[src/rtl/spi_slave.sv]
// spi_slave: mode-0 SPI slave with one-word tx buffer and rx holding register.
module spi_slave #(
  parameter int DW = 8
) (
  input  logic          clk,
  input  logic          rst,
  input  logic          spi_clk,
  input  logic          spi_cs,
  input  logic          spi_mosi,
  output logic          spi_miso,
  input  logic [DW-1:0] tx_data,
  input  logic          tx_valid,
  output logic          tx_ready,
  output logic [DW-1:0] rx_data,
  output logic          rx_valid,
  input  logic          rx_ready,
  output logic          rx_ovf,
  output logic          tx_unf,
  output logic          busy
);
  localparam int CW = $clog2(DW + 1);
  typedef enum logic {IDLE, SHIFT} state_t;
  state_t          state_q, state_d;
  logic [1:0]      sclk_s_q, sclk_s_d, cs_s_q, cs_s_d, mosi_s_q, mosi_s_d;
  logic            sclk_prev_q, sclk_prev_d, cs_prev_q, cs_prev_d;
  logic [1:0]      settle_q, settle_d;
  logic            arm_q, arm_d;
  logic [DW-1:0]   tx_sr_q, tx_sr_d, rx_sr_q, rx_sr_d;
  logic [DW-1:0]   tx_buf_q, tx_buf_d, rx_data_q, rx_data_d;
  logic            tx_full_q, tx_full_d, rx_valid_q, rx_valid_d;
  logic            rx_ovf_q, rx_ovf_d, tx_unf_q, tx_unf_d;
  logic [CW-1:0]   bit_cnt_q, bit_cnt_d;
  logic            sclk_rise, sclk_fall, cs_fall, cs_rise, in_shift;
  logic            cap, word_end, load, shift, tx_acc;
  logic [DW-1:0]   rx_word;
  // Edge detection, word load/shift control and host-side handshakes.
  // arm_q blocks a chip select that was already low when reset released.
  always_comb begin
    sclk_s_d    = {sclk_s_q[0], spi_clk};
    cs_s_d      = {cs_s_q[0], spi_cs};
    mosi_s_d    = {mosi_s_q[0], spi_mosi};
    sclk_prev_d = sclk_s_q[1];
    cs_prev_d   = cs_s_q[1];
    settle_d    = settle_q + 2'(settle_q != 2'd3);
    arm_d       = arm_q | (&settle_q & cs_s_q[1]);
    sclk_rise   = sclk_s_q[1] & ~sclk_prev_q;
    sclk_fall   = ~sclk_s_q[1] & sclk_prev_q;
    cs_fall     = arm_q & cs_prev_q & ~cs_s_q[1];
    cs_rise     = ~cs_prev_q & cs_s_q[1];
    in_shift    = state_q == SHIFT;
    cap         = in_shift & ~cs_rise & sclk_rise;
    word_end    = cap & (bit_cnt_q == CW'(DW - 1));
    load        = (~in_shift & cs_fall) | (in_shift & ~cs_rise & sclk_fall & (bit_cnt_q == CW'(DW)));
    shift       = in_shift & ~cs_rise & sclk_fall & (bit_cnt_q != CW'(DW));
    tx_acc      = tx_valid & ~tx_full_q;
    rx_word     = {rx_sr_q[DW-2:0], mosi_s_q[1]};
    state_d     = cs_rise ? IDLE : (~in_shift & cs_fall) ? SHIFT : state_q;
    tx_sr_d     = load ? (tx_full_q ? tx_buf_q : '0) : shift ? {tx_sr_q[DW-2:0], 1'b0} : tx_sr_q;
    tx_unf_d    = load & ~tx_full_q;
    tx_full_d   = tx_acc | (tx_full_q & ~load);
    tx_buf_d    = tx_acc ? tx_data : tx_buf_q;
    bit_cnt_d   = load ? '0 : cap ? bit_cnt_q + CW'(1) : bit_cnt_q;
    rx_sr_d     = cap ? rx_word : rx_sr_q;
    rx_data_d   = word_end ? rx_word : rx_data_q;
    rx_valid_d  = word_end | (rx_valid_q & ~rx_ready);
    rx_ovf_d    = word_end & rx_valid_q & ~rx_ready;
  end
  // State register; synchronizers reset to idle bus levels (clock low, CS high).
  always_ff @(posedge clk or posedge rst) begin
    if (rst) begin
      state_q     <= IDLE;
      sclk_s_q    <= 2'b00;
      cs_s_q      <= 2'b11;
      mosi_s_q    <= 2'b00;
      sclk_prev_q <= 1'b0;
      cs_prev_q   <= 1'b1;
      settle_q    <= 2'd0;
      arm_q       <= 1'b0;
      tx_sr_q     <= '0;
      rx_sr_q     <= '0;
      tx_buf_q    <= '0;
      rx_data_q   <= '0;
      tx_full_q   <= 1'b0;
      rx_valid_q  <= 1'b0;
      rx_ovf_q    <= 1'b0;
      tx_unf_q    <= 1'b0;
      bit_cnt_q   <= '0;
    end else begin
      state_q     <= state_d;
      sclk_s_q    <= sclk_s_d;
      cs_s_q      <= cs_s_d;
      mosi_s_q    <= mosi_s_d;
      sclk_prev_q <= sclk_prev_d;
      cs_prev_q   <= cs_prev_d;
      settle_q    <= settle_d;
      arm_q       <= arm_d;
      tx_sr_q     <= tx_sr_d;
      rx_sr_q     <= rx_sr_d;
      tx_buf_q    <= tx_buf_d;
      rx_data_q   <= rx_data_d;
      tx_full_q   <= tx_full_d;
      rx_valid_q  <= rx_valid_d;
      rx_ovf_q    <= rx_ovf_d;
      tx_unf_q    <= tx_unf_d;
      bit_cnt_q   <= bit_cnt_d;
    end
  end
  assign spi_miso = in_shift & tx_sr_q[DW-1];
  assign tx_ready = ~tx_full_q;
  assign rx_data  = rx_data_q;
  assign rx_valid = rx_valid_q;
  assign rx_ovf   = rx_ovf_q;
  assign tx_unf   = tx_unf_q;
  assign busy     = ~cs_s_q[1];
endmodule

[config.mk]
export PLATFORM = sky130hd
export DESIGN_NAME = spi_slave
export DESIGN_NICKNAME = d
export VERILOG_FILES = /design/src/rtl/spi_slave.sv
export SDC_FILE = /design/constraint.sdc
export NUM_CORES = 1
export LEC_CHECK = 0
export CORE_ASPECT_RATIO = 1.75
export CORE_UTILIZATION = 40
export CTS_BUF_LIST = sky130_fd_sc_hd__clkbuf_16
export CTS_CLUSTER_SIZE = 28
export DETAILED_ROUTE_END_ITERATION = 8
export PLACE_DENSITY_LB_ADDON = 0.15
export SYNTH_ARGS = -nofsm -noshare
export SYNTH_HDL_FRONTEND = slang
export SYNTH_SLANG_ARGS = --single-unit
[constraint.sdc]
create_clock -name clk -period 1.8 [get_ports clk]
set_input_delay 0.36 -clock clk [delete_from_list [all_inputs] [get_ports clk]]
set_output_delay 0.36 -clock clk [all_outputs]
set_load 0.01 [all_outputs]
# ---- After elaboration in Yosys (flattened, before gate mapping)
# Cells that the tools add are included.
dict set report totals {
  input_bits 15
  output_inout_bits 14
  wordCells 67
  register_bits 51
}
dict set report classes {
  n_eq_ne 4
  n_bitwise 33
  reduce_logical 4
  n_addsub 2
  mux 7
}
# cell n
set op_table {}
lappend op_table {{two-way mux 8 bit} 3}
lappend op_table {{bitwise AND 1 bit} 20}
lappend op_table {{NOT 1 bit} 9}
lappend op_table {{two-way mux 4 bit} 2}
lappend op_table {{nonzero test 2 bit} 3}
lappend op_table {{adder 4 x 1 -> 4 bit (second input constant)} 1}
lappend op_table {{== test 4 x 3 -> 1 bit (second input constant)} 1}
lappend op_table {{== test 4 bit (second input constant)} 1}
lappend op_table {{!= test 4 bit (second input constant)} 1}
lappend op_table {{OR 1 bit} 4}
lappend op_table {{adder 2 x 1 -> 2 bit} 1}
lappend op_table {{two-way mux 1 bit} 2}
lappend op_table {{!= test 2 bit (second input constant)} 1}
lappend op_table {{AND reduction 2 bit} 1}

# ---- Longest topological paths before layout
# Gate-level depths: netlist (run 1).
dict set report depth {
  ltp_word 10
  mapped_depth 7
  depth_no_buf 6
}

# ---- Least setup slack after synthesis (run 1)
# OpenSTA, ideal clock, no wires.
dict set report synth_path {
  path_kind {reg2reg}
  start {register cs_prev_q}
  end {register rx_data_q[0] (netlist: rx_data[0])}
  arrival_ns 1.666
  n_path_buf 1
  setup_time_ns 0.125
  path_slack_ns 0.009
  synth_period_minus_slack_ns 1.791
  t_required_ns 1.675
  path_stages_with_launch 6
  path_cell_list {dfstp_2 > nand2b_1 > nand3_4 > or3_1 > buf_6 > mux2_4}
}
dict set report synth_via {
  elab_chain_len 6
}
# element line_no
set synth_rtl {}
lappend synth_rtl {{start: declaration} 25} ;# logic sclk_prev_q, sclk_prev_d, cs_prev_q, cs_prev_d;
lappend synth_rtl {{start signal: assignment} 94} ;# cs_prev_q <= cs_prev_d;
lappend synth_rtl {{NOT 1 bit} 49} ;# cs_rise = ~cs_prev_q & cs_s_q[1];
lappend synth_rtl {{bitwise AND 1 bit} 49}
lappend synth_rtl {{NOT 1 bit} 51} ;# cap = in_shift & ~cs_rise & sclk_rise;
lappend synth_rtl {{bitwise AND 1 bit (2 in a row)} 51}
lappend synth_rtl {{bitwise AND 1 bit} 52} ;# word_end = cap & (bit_cnt_q == CW'(DW - 1));
lappend synth_rtl {{end signal: assignment} 100} ;# rx_data_q <= rx_data_d;
lappend synth_rtl {{end: declaration} 29} ;# logic [DW-1:0] tx_buf_q, tx_buf_d, rx_data_q, rx_data_d;
# Every way passes these cells.
# A chain may end at the register's enable or synchronous reset.

# ---- Final worst setup path (run 1)
dict set report layout_path {
  start {register cs_prev_q}
  end {register rx_data_q[1] (netlist: rx_data[1])}
}
# The elaborated chain is that of the path after synthesis.

==> results of run 1 <==
## worst max-delay path by stage
| stage | start | to | slack, ns | cells past startpoint |
|---|---|---|---|---|
| after floorplan | cs_prev_q$_DFF_PP1_ | rx_data[0]$_DFFE_PP0P_ | 0.009 | 5 |
| after CTS | cs_s_q[1]$_DFF_PP1_ | busy | 0.01 | 2 |
| after global routing | cs_prev_q$_DFF_PP1_ | rx_data[7]$_DFFE_PP0P_ | 0.008 | 5 |
| after detailed placement | cs_prev_q$_DFF_PP1_ | rx_data[1]$_DFFE_PP0P_ | 0.03 | 5 |
| after global placement | cs_prev_q$_DFF_PP1_ | rx_data[0]$_DFFE_PP0P_ | 0.05 | 5 |
| final | cs_prev_q$_DFF_PP1_ | rx_data[1]$_DFFE_PP0P_ | 0.05 | 5 |
## per-stage QoR
| step | setup slack, ns | hold WS [ns] | utilization [%] |
|---|---|---|---|
| 2_1_floorplan | 0.00935 | 0.331 | - |
| 3_3_place_gp | 0.0450 | 0.335 | 49.9 |
| 3_5_place_dp | 0.0297 | 0.342 | 49.9 |
| 4_1_cts | 0.0106 | 0.356 | 52.6 |
| 5_1_grt | 0.00761 | 0.362 | 52.8 |
| 6_report | 0.0547 | 0.351 | 52.8 |
## layout make-up
type / instances / area (um^2) / share of cell area, %
Clock inverter: 3 / 11.3 / 0.425
Sequential cell: 51 / 1280 / 48.3
Inverter: 9 / 33.8 / 1.27
Tap cell: 54 / 67.6 / 2.55
Timing Repair Buffer: 39 / 375 / 14.2
Clock buffer: 5 / 125 / 4.72
Multi-Input combinational cell: 84 / 756 / 28.5
## logic make-up (layout without fill, tap and decap cells)
family          after synthesis  in the layout  synth area share [%]
buf+inv                      14             56                  2.99
compound gates               10             10                  3.34
flops                        51             51                  61.1
xor+xnor                      3              3                  1.25
mux                          40             40                  22.1
simple gates                 29             29                  8.00
fa+ha+maj                     2              2                  1.19
## cell usage in the layout, fill, tap and decap left out, types with 2 or more instances in the layout
master            n
mux2i_1          13
clkinv_1          2
ha_1              2
and3_1            2
mux2_4            8
nand4_1           2
nand2b_1          3
xor2_1            2
clkdlybuf4s50_1  28
and2_1            4
dfstp_2           3
a21oi_1           5
buf_4            10
clkbuf_16         5
dfrtp_1          47
nor2_1            2
mux2_2           19
inv_1             9
nand2_1           9
## state kept, by name, summed over array words and instances (netlist names)
signal and cells:
arm_q 1, bit_cnt_q 4, cs_prev_q 1, cs_s_q 2
in_shift 1, mosi_s_q 2, rx_data 8, rx_ovf 1
rx_sr_q 7, rx_valid 1, sclk_prev_q 1, sclk_s_q 2
settle_q 2, tx_buf_q 8, tx_full_q 1, tx_sr_q 8
tx_unf 1
## where the power goes
group / switching, mW / internal [mW]
clock network: 0.376 / 0.500
registers: 0.166 / 1.44
logic: 0.275 / 0.417
## per-layer routing
metal | GRT usage (%) | vias to the layer above
li1 | - | 589
met3 | 2.78 | 8
met5 | 0 | -
met1 | 13.6 | 600
met4 | 9.23 | 0
met2 | 24.4 | 27
## what timing repair did
| item | CTS | global route |
|---|---|---|
| endpoints found under the setup margin | 3 | 1 |
| cloned | 0 | 0 |
| gates resized for setup | 2 | 0 |
| pin swaps | 0 | 0 |
| buffers inserted | 0 | 1 |
==> out/qor.yml, run 1 <==
outcome:
  outcome: "finished, violations left"
  violations: "DRC"
placed_design:
  port_buffers: 28
  gp_congestion: 0.806
  dp_cells: 236
  place_area_mm2: 0.00250
  dp_hpwl_um: 2310
critical_path:
  cp-start-kind: "register"
  crit_fanout: 10
  r2r-start: "cs_prev_q$_DFF_PP1_"
  critPathKind: "reg2reg"
  r2r-end: "rx_data[1]$_DFFE_PP0P_"
  cp_data_arrival_time_ns: 1.91
  crit_family: "simple AND/OR/NAND/NOR gates"
  slowest_delay_ns: 0.55
  cp-end-kind: "register"
  r2r_cells: 5
  worstPathRequired_ns: 1.97
  reg2reg_slack_ns: 0.05
  worst-path-buf-inv: 1
  cp_cell_sequence: "nand2b_2 > nand3_4 > or3_1 > buf_4 > mux2_4"
  crit_slowest_cell: "dfstp_2"
global_route:
  grt_pass1_wl_um: 5760
  grt_pass1_vias: 1308
  overflow: 0
  antenna_found_initial: 0
  grt_start_max_net_pins: 52
  grtUsageTotal_pct: 13.6
synth:
  synth_top_area_share_pct: 57.3
  netlist.top_cell.by_area: "dfrtp_1"
  netlist_instances: 149
  syn_area_per_cell_um2: 14.1
  synth-seq-cells: 51
  async_flop_share_pct: 100
  synth_edf_count: 0
  synth_commonest_cells: "dfrtp_1, mux2_2, mux2i_1"
  ys_types: 30
  ys.flop_type: "dfrtp_1"
  synth_fp_nets: 166
  syn_area_mm2: 0.00210
  ys_warn_count: 0
  synth.area.top_cells: "dfrtp_1, mux2_2, mux2i_1, mux2_4, dfstp_2"
  ys_seq_area_share_pct: 61.1
  synth.most_common_cell: "dfrtp_1"
drt:
  post_drt_wl_per_cell_um: 13.5
  met1Wirelength_um: 1240
  wl_met3_um: 108
  vias_per_cell: 5.00
  drtAntennaViolNets: 0
  finalWirelength_um: 3300
  drtIter0Drc: 40
  firstDrtPassIters: 6
  wl_met2_um: 1850
  vias: 1224
  top_layer: "met4"
  drc: 13
sta:
  setup_viol: 0
  rsz0062_at_grt: "no"
  fin_crit_sh_pct: 97.0
  fin_crit_ns: 1.75
  hold_viol: 0
  fmax_ghz: 0.573
  setup_tns_ns: 0
  skew_ns: 0.00457
  max_slew.worst_pin.slew_ns: 0.656
  finalMaxSlewViolations: 0
  slew_headroom_pct: 56.2
finish:
  nNetsFinal: 207
  drive_gt1_share_pct: 28.3
  fin_cells: 245
  nFillCells: 457
  syn_to_final_growth_pct: 26.4
  diodes: 0
  fin_area_mm2: 0.00265
worst_hold_path:
  hp-start: "sclk_s_q[0]$_DFF_PP0_"
  hold_class: "reg2reg"
  hold_end: "sclk_s_q[1]$_DFF_PP0_"
  min_path_cells: 0
clock_network:
  htreeDepth: 2
  numCtsBuffers: 5
  cts.sinks: 51
  cts_hold_buffers: 0
  clock-root-buffer: "clkbuf_16"
  cts_buffer_depth: 2
  path_clk_slew_ns: 0.06
  clk_latency_ns: 0.28
  cts_tree: "built"
run:
  maxCapViolations: 0
pwr:
  finalPower_mw: 3.17
  p_per_area_mw_per_mm2: 1200
  leakage_nw: 1.22
  max-vdd-ir-drop_mv: 0.613
die:
  num_rows: 34
  start_util_pct: 41.7
  die-area_mm2: 0.00554
  fp.dieW_um: 56.7
  core_area_mm2: 0.00502
  die_y_um: 97.8
  ios: 29
No activity file was read; power rests on OpenSTA's default activity.
==> inputs of run 2 (changes only) <==
--- a/config.mk
+++ b/config.mk
@@ -6,10 +6,12 @@
 export NUM_CORES = 1
 export LEC_CHECK = 0
 export CORE_ASPECT_RATIO = 1.75
+export CORE_MARGIN = 4
 export CORE_UTILIZATION = 40
 export CTS_BUF_LIST = sky130_fd_sc_hd__clkbuf_16
 export CTS_CLUSTER_SIZE = 28
 export DETAILED_ROUTE_END_ITERATION = 8
+export DONT_BUFFER_PORTS = 1
 export PLACE_DENSITY_LB_ADDON = 0.15
 export SYNTH_ARGS = -nofsm -noshare
 export SYNTH_HDL_FRONTEND = slang
==> run 2 against run 1 <==
Against the previous run:
- the run now ends clean
- first-iteration DRC count shrank 13%
- non-clock buffer count shrank 31
- power grew 1.8%
- wire length shrank 4.4%
- clock skew grew 0.0017 ns
- register-to-register slack gained 0.03 ns
- global-route usage shrank 2.8 points
- utilization shrank 4.9 points
- final area shrank 9.3%
- via count shrank 10%
- die area grew 17%
- setup slack gained 0.029 ns
- largest power group unchanged
- highest routed layer unchanged
==> out/qor.yml, run 2 (synthesis gave the netlist of run 1 again) <==
sta:
  fmax_ghz: 0.583  # +1.7%
  fin_crit_sh_pct: 95.4  # -1.6 points
  hold_viol: 0  # unchanged
  max_slew.worst_pin.slew_ns: 0.430  # -0.226 ns
  setup_tns_ns: 0  # unchanged
  setup_viol: 0  # unchanged
  slew_headroom_pct: 71.3  # +15 points
  skew_ns: 0.00625  # +0.00168 ns
  rsz0062_at_grt: "no"
  fin_crit_ns: 1.72  # -0.0287 ns
  finalMaxSlewViolations: 0  # unchanged
critical_path:
  critPathKind: "reg2reg"
  worstPathRequired_ns: 1.96  # about the same
  cp-end-kind: "register"
  cp_data_arrival_time_ns: 1.88  # -0.03 ns
  cp-start-kind: "register"
  startpoint: "cs_prev_q$_DFF_PP1_"
  r2r-start: "cs_prev_q$_DFF_PP1_"
  crit_fanout: 10  # unchanged
clock_network:
  htreeDepth: 2  # unchanged
  cts_tree: "built"
  clock-root-buffer: "clkbuf_16"
  path_clk_slew_ns: 0.06  # about the same
  cts.sinks: 51  # unchanged
  clk_latency_ns: 0.28  # about the same
  numCtsBuffers: 5  # unchanged
  cts_buffer_depth: 2  # unchanged
die:
  fp.dieW_um: 62.7  # +11%
  start_util_pct: 41.7  # unchanged
  num_rows: 34  # unchanged
  die-area_mm2: 0.00651  # +17%
  ios: 29  # unchanged
  die_y_um: 104  # +6.1%
  core_area_mm2: 0.00502  # unchanged
pwr:
  p_per_area_mw_per_mm2: 1340  # +12%
  max-vdd-ir-drop_mv: 0.718  # +17%
  finalPower_mw: 3.23  # +1.8%
  leakage_nw: 1.13  # -7.6%
worst_hold_path:
  hp-start: "spi_cs"
  hold_class: "in2reg"
finish:
  layout_common_cells: "dfrtp_1, mux2_2, mux2i_1"
  fin_cells: 214  # -13%
  layout_commonest_cell: "dfrtp_1"
  syn_to_final_growth_pct: 14.7
  nNetsFinal: 176  # -15%
  fin_area_mm2: 0.00240  # -9.3%
  drive_gt1_share_pct: 31.3  # +3.0 points
  diodes: 0  # unchanged
global_route:
  grt_pass1_wl_um: 5540  # -3.8%
  grtUsageTotal_pct: 10.8  # -2.8 points
  antenna_found_initial: 0  # unchanged
  grt_start_max_net_pins: 33  # -37%
  overflow: 0  # unchanged
  grt_pass1_vias: 1208  # -7.6%
drt:
  vias: 1096  # -10%
  drtIter0Drc: 35  # -13%
  vias_per_cell: 5.12  # +2.5%
  post_drt_wl_per_cell_um: 14.7  # +9.5%
  drc: 0  # -13
  finalWirelength_um: 3160  # -4.4%
  drtAntennaViolNets: 0  # unchanged
  firstDrtPassIters: 4  # -2
placed_design:
  port_buffers: 0  # -100%
  place_area_mm2: 0.00222  # -11%
  gp_congestion: 0.716  # -11%
  dp_cells: 205  # -13%
  dp_hpwl_um: 2360  # +1.9%
run:
  maxCapViolations: 0  # unchanged
outcome:
  outcome: "completed"
-- run 2: cell types whose count changed in the layout (fill, tap and decap cells not counted), sizes merged --
cell,delta
inv,+1
clkdlybuf4s50,-28
buf,-4
clkinv,-2
dlygate4sd3,+1
bufinv,+1
-- run 2: final cells by class --
class                           count  area [um^2]
Clock buffer                        5          125
Clock inverter                      3         37.5
Fill cell                         458         2620
Inverter                            9         33.8
Multi-Input combinational cell     84          756
Sequential cell                    51         1280
Tap cell                           54         67.6
Timing Repair Buffer                8          104
-- run 2: worst paths after layout --
| path | slack [ns] | end | cells after the start |
|---|---|---|---|
| setup / recovery | 0.08 | rx_data[6]$_DFFE_PP0P_ | 5 |
| hold / removal | 0.07 | cs_s_q[0]$_DFF_PP1_ | 0 |
| setup reg to reg | 0.08 | rx_data[6]$_DFFE_PP0P_ | 5 |
| hold reg to reg | 0.35 | sclk_s_q[1]$_DFF_PP0_ | 0 |
| max in group asynchronous | 0.68 | cs_s_q[1]$_DFF_PP1_ | 3 |
| min in group asynchronous | 0.54 | mosi_s_q[0]$_DFF_PP0_ | 2 |
-- run 2: timing repair --
item | CTS | global route
resized for setup | 0 | 2
buffers inserted | 0 | 0
endpoints found under the setup margin | 0 | 8
endpoints found under the hold margin | 19 | 0
hold buffers | 1 | 0
-- run 2: power by group --
group	switching [mW]	total, mW	internal [mW]
clock network	0.372	1.02	0.645
registers	0.179	1.62	1.44
logic	0.243	0.595	0.351
-- run 2: worst max-delay path, cell delays in order (launching register included) --
cell and delay [ns]:
dfstp_2 0.54, nand2b_2 0.16, nand3_4 0.07, or3_1 0.36, buf_6 0.17, mux2_4 0.30
-- run 2: metal layers --
layer	global-route usage, %	part of all wire [%]
met1	12.4	42
met2	18.1	53
met5	0	0
met4	6.16	1.7
met3	2.60	2.9
-- run 2: stage by stage --
step | hold slack (ns) | utilization, % | setup WS [ns]
final | 0.0712 | 47.9 | 0.0834
after global routing | 0.0576 | 47.9 | 0.0128
after CTS | 0.0647 | 47.8 | 0.0196
after detailed placement | 0.273 | 44.3 | 0.0299
after global placement | 0.268 | 44.3 | 0.0543
after floorplan | 0.331 | - | 0.00935
==> inputs of run 3 (changes only) <==
--- a/config.mk
+++ b/config.mk
@@ -5,6 +5,7 @@
 export SDC_FILE = /design/constraint.sdc
 export NUM_CORES = 1
 export LEC_CHECK = 0
+export CAP_MARGIN = 0
 export CORE_ASPECT_RATIO = 1.75
 export CORE_MARGIN = 4
 export CORE_UTILIZATION = 40
@@ -13,6 +14,7 @@
 export DETAILED_ROUTE_END_ITERATION = 8
 export DONT_BUFFER_PORTS = 1
 export PLACE_DENSITY_LB_ADDON = 0.15
+export SLEW_MARGIN = 20
 export SYNTH_ARGS = -nofsm -noshare
 export SYNTH_HDL_FRONTEND = slang
 export SYNTH_SLANG_ARGS = --single-unit
==> results of run 3 <==
The final DEF is identical to that of run 2; final timing and power are the same.
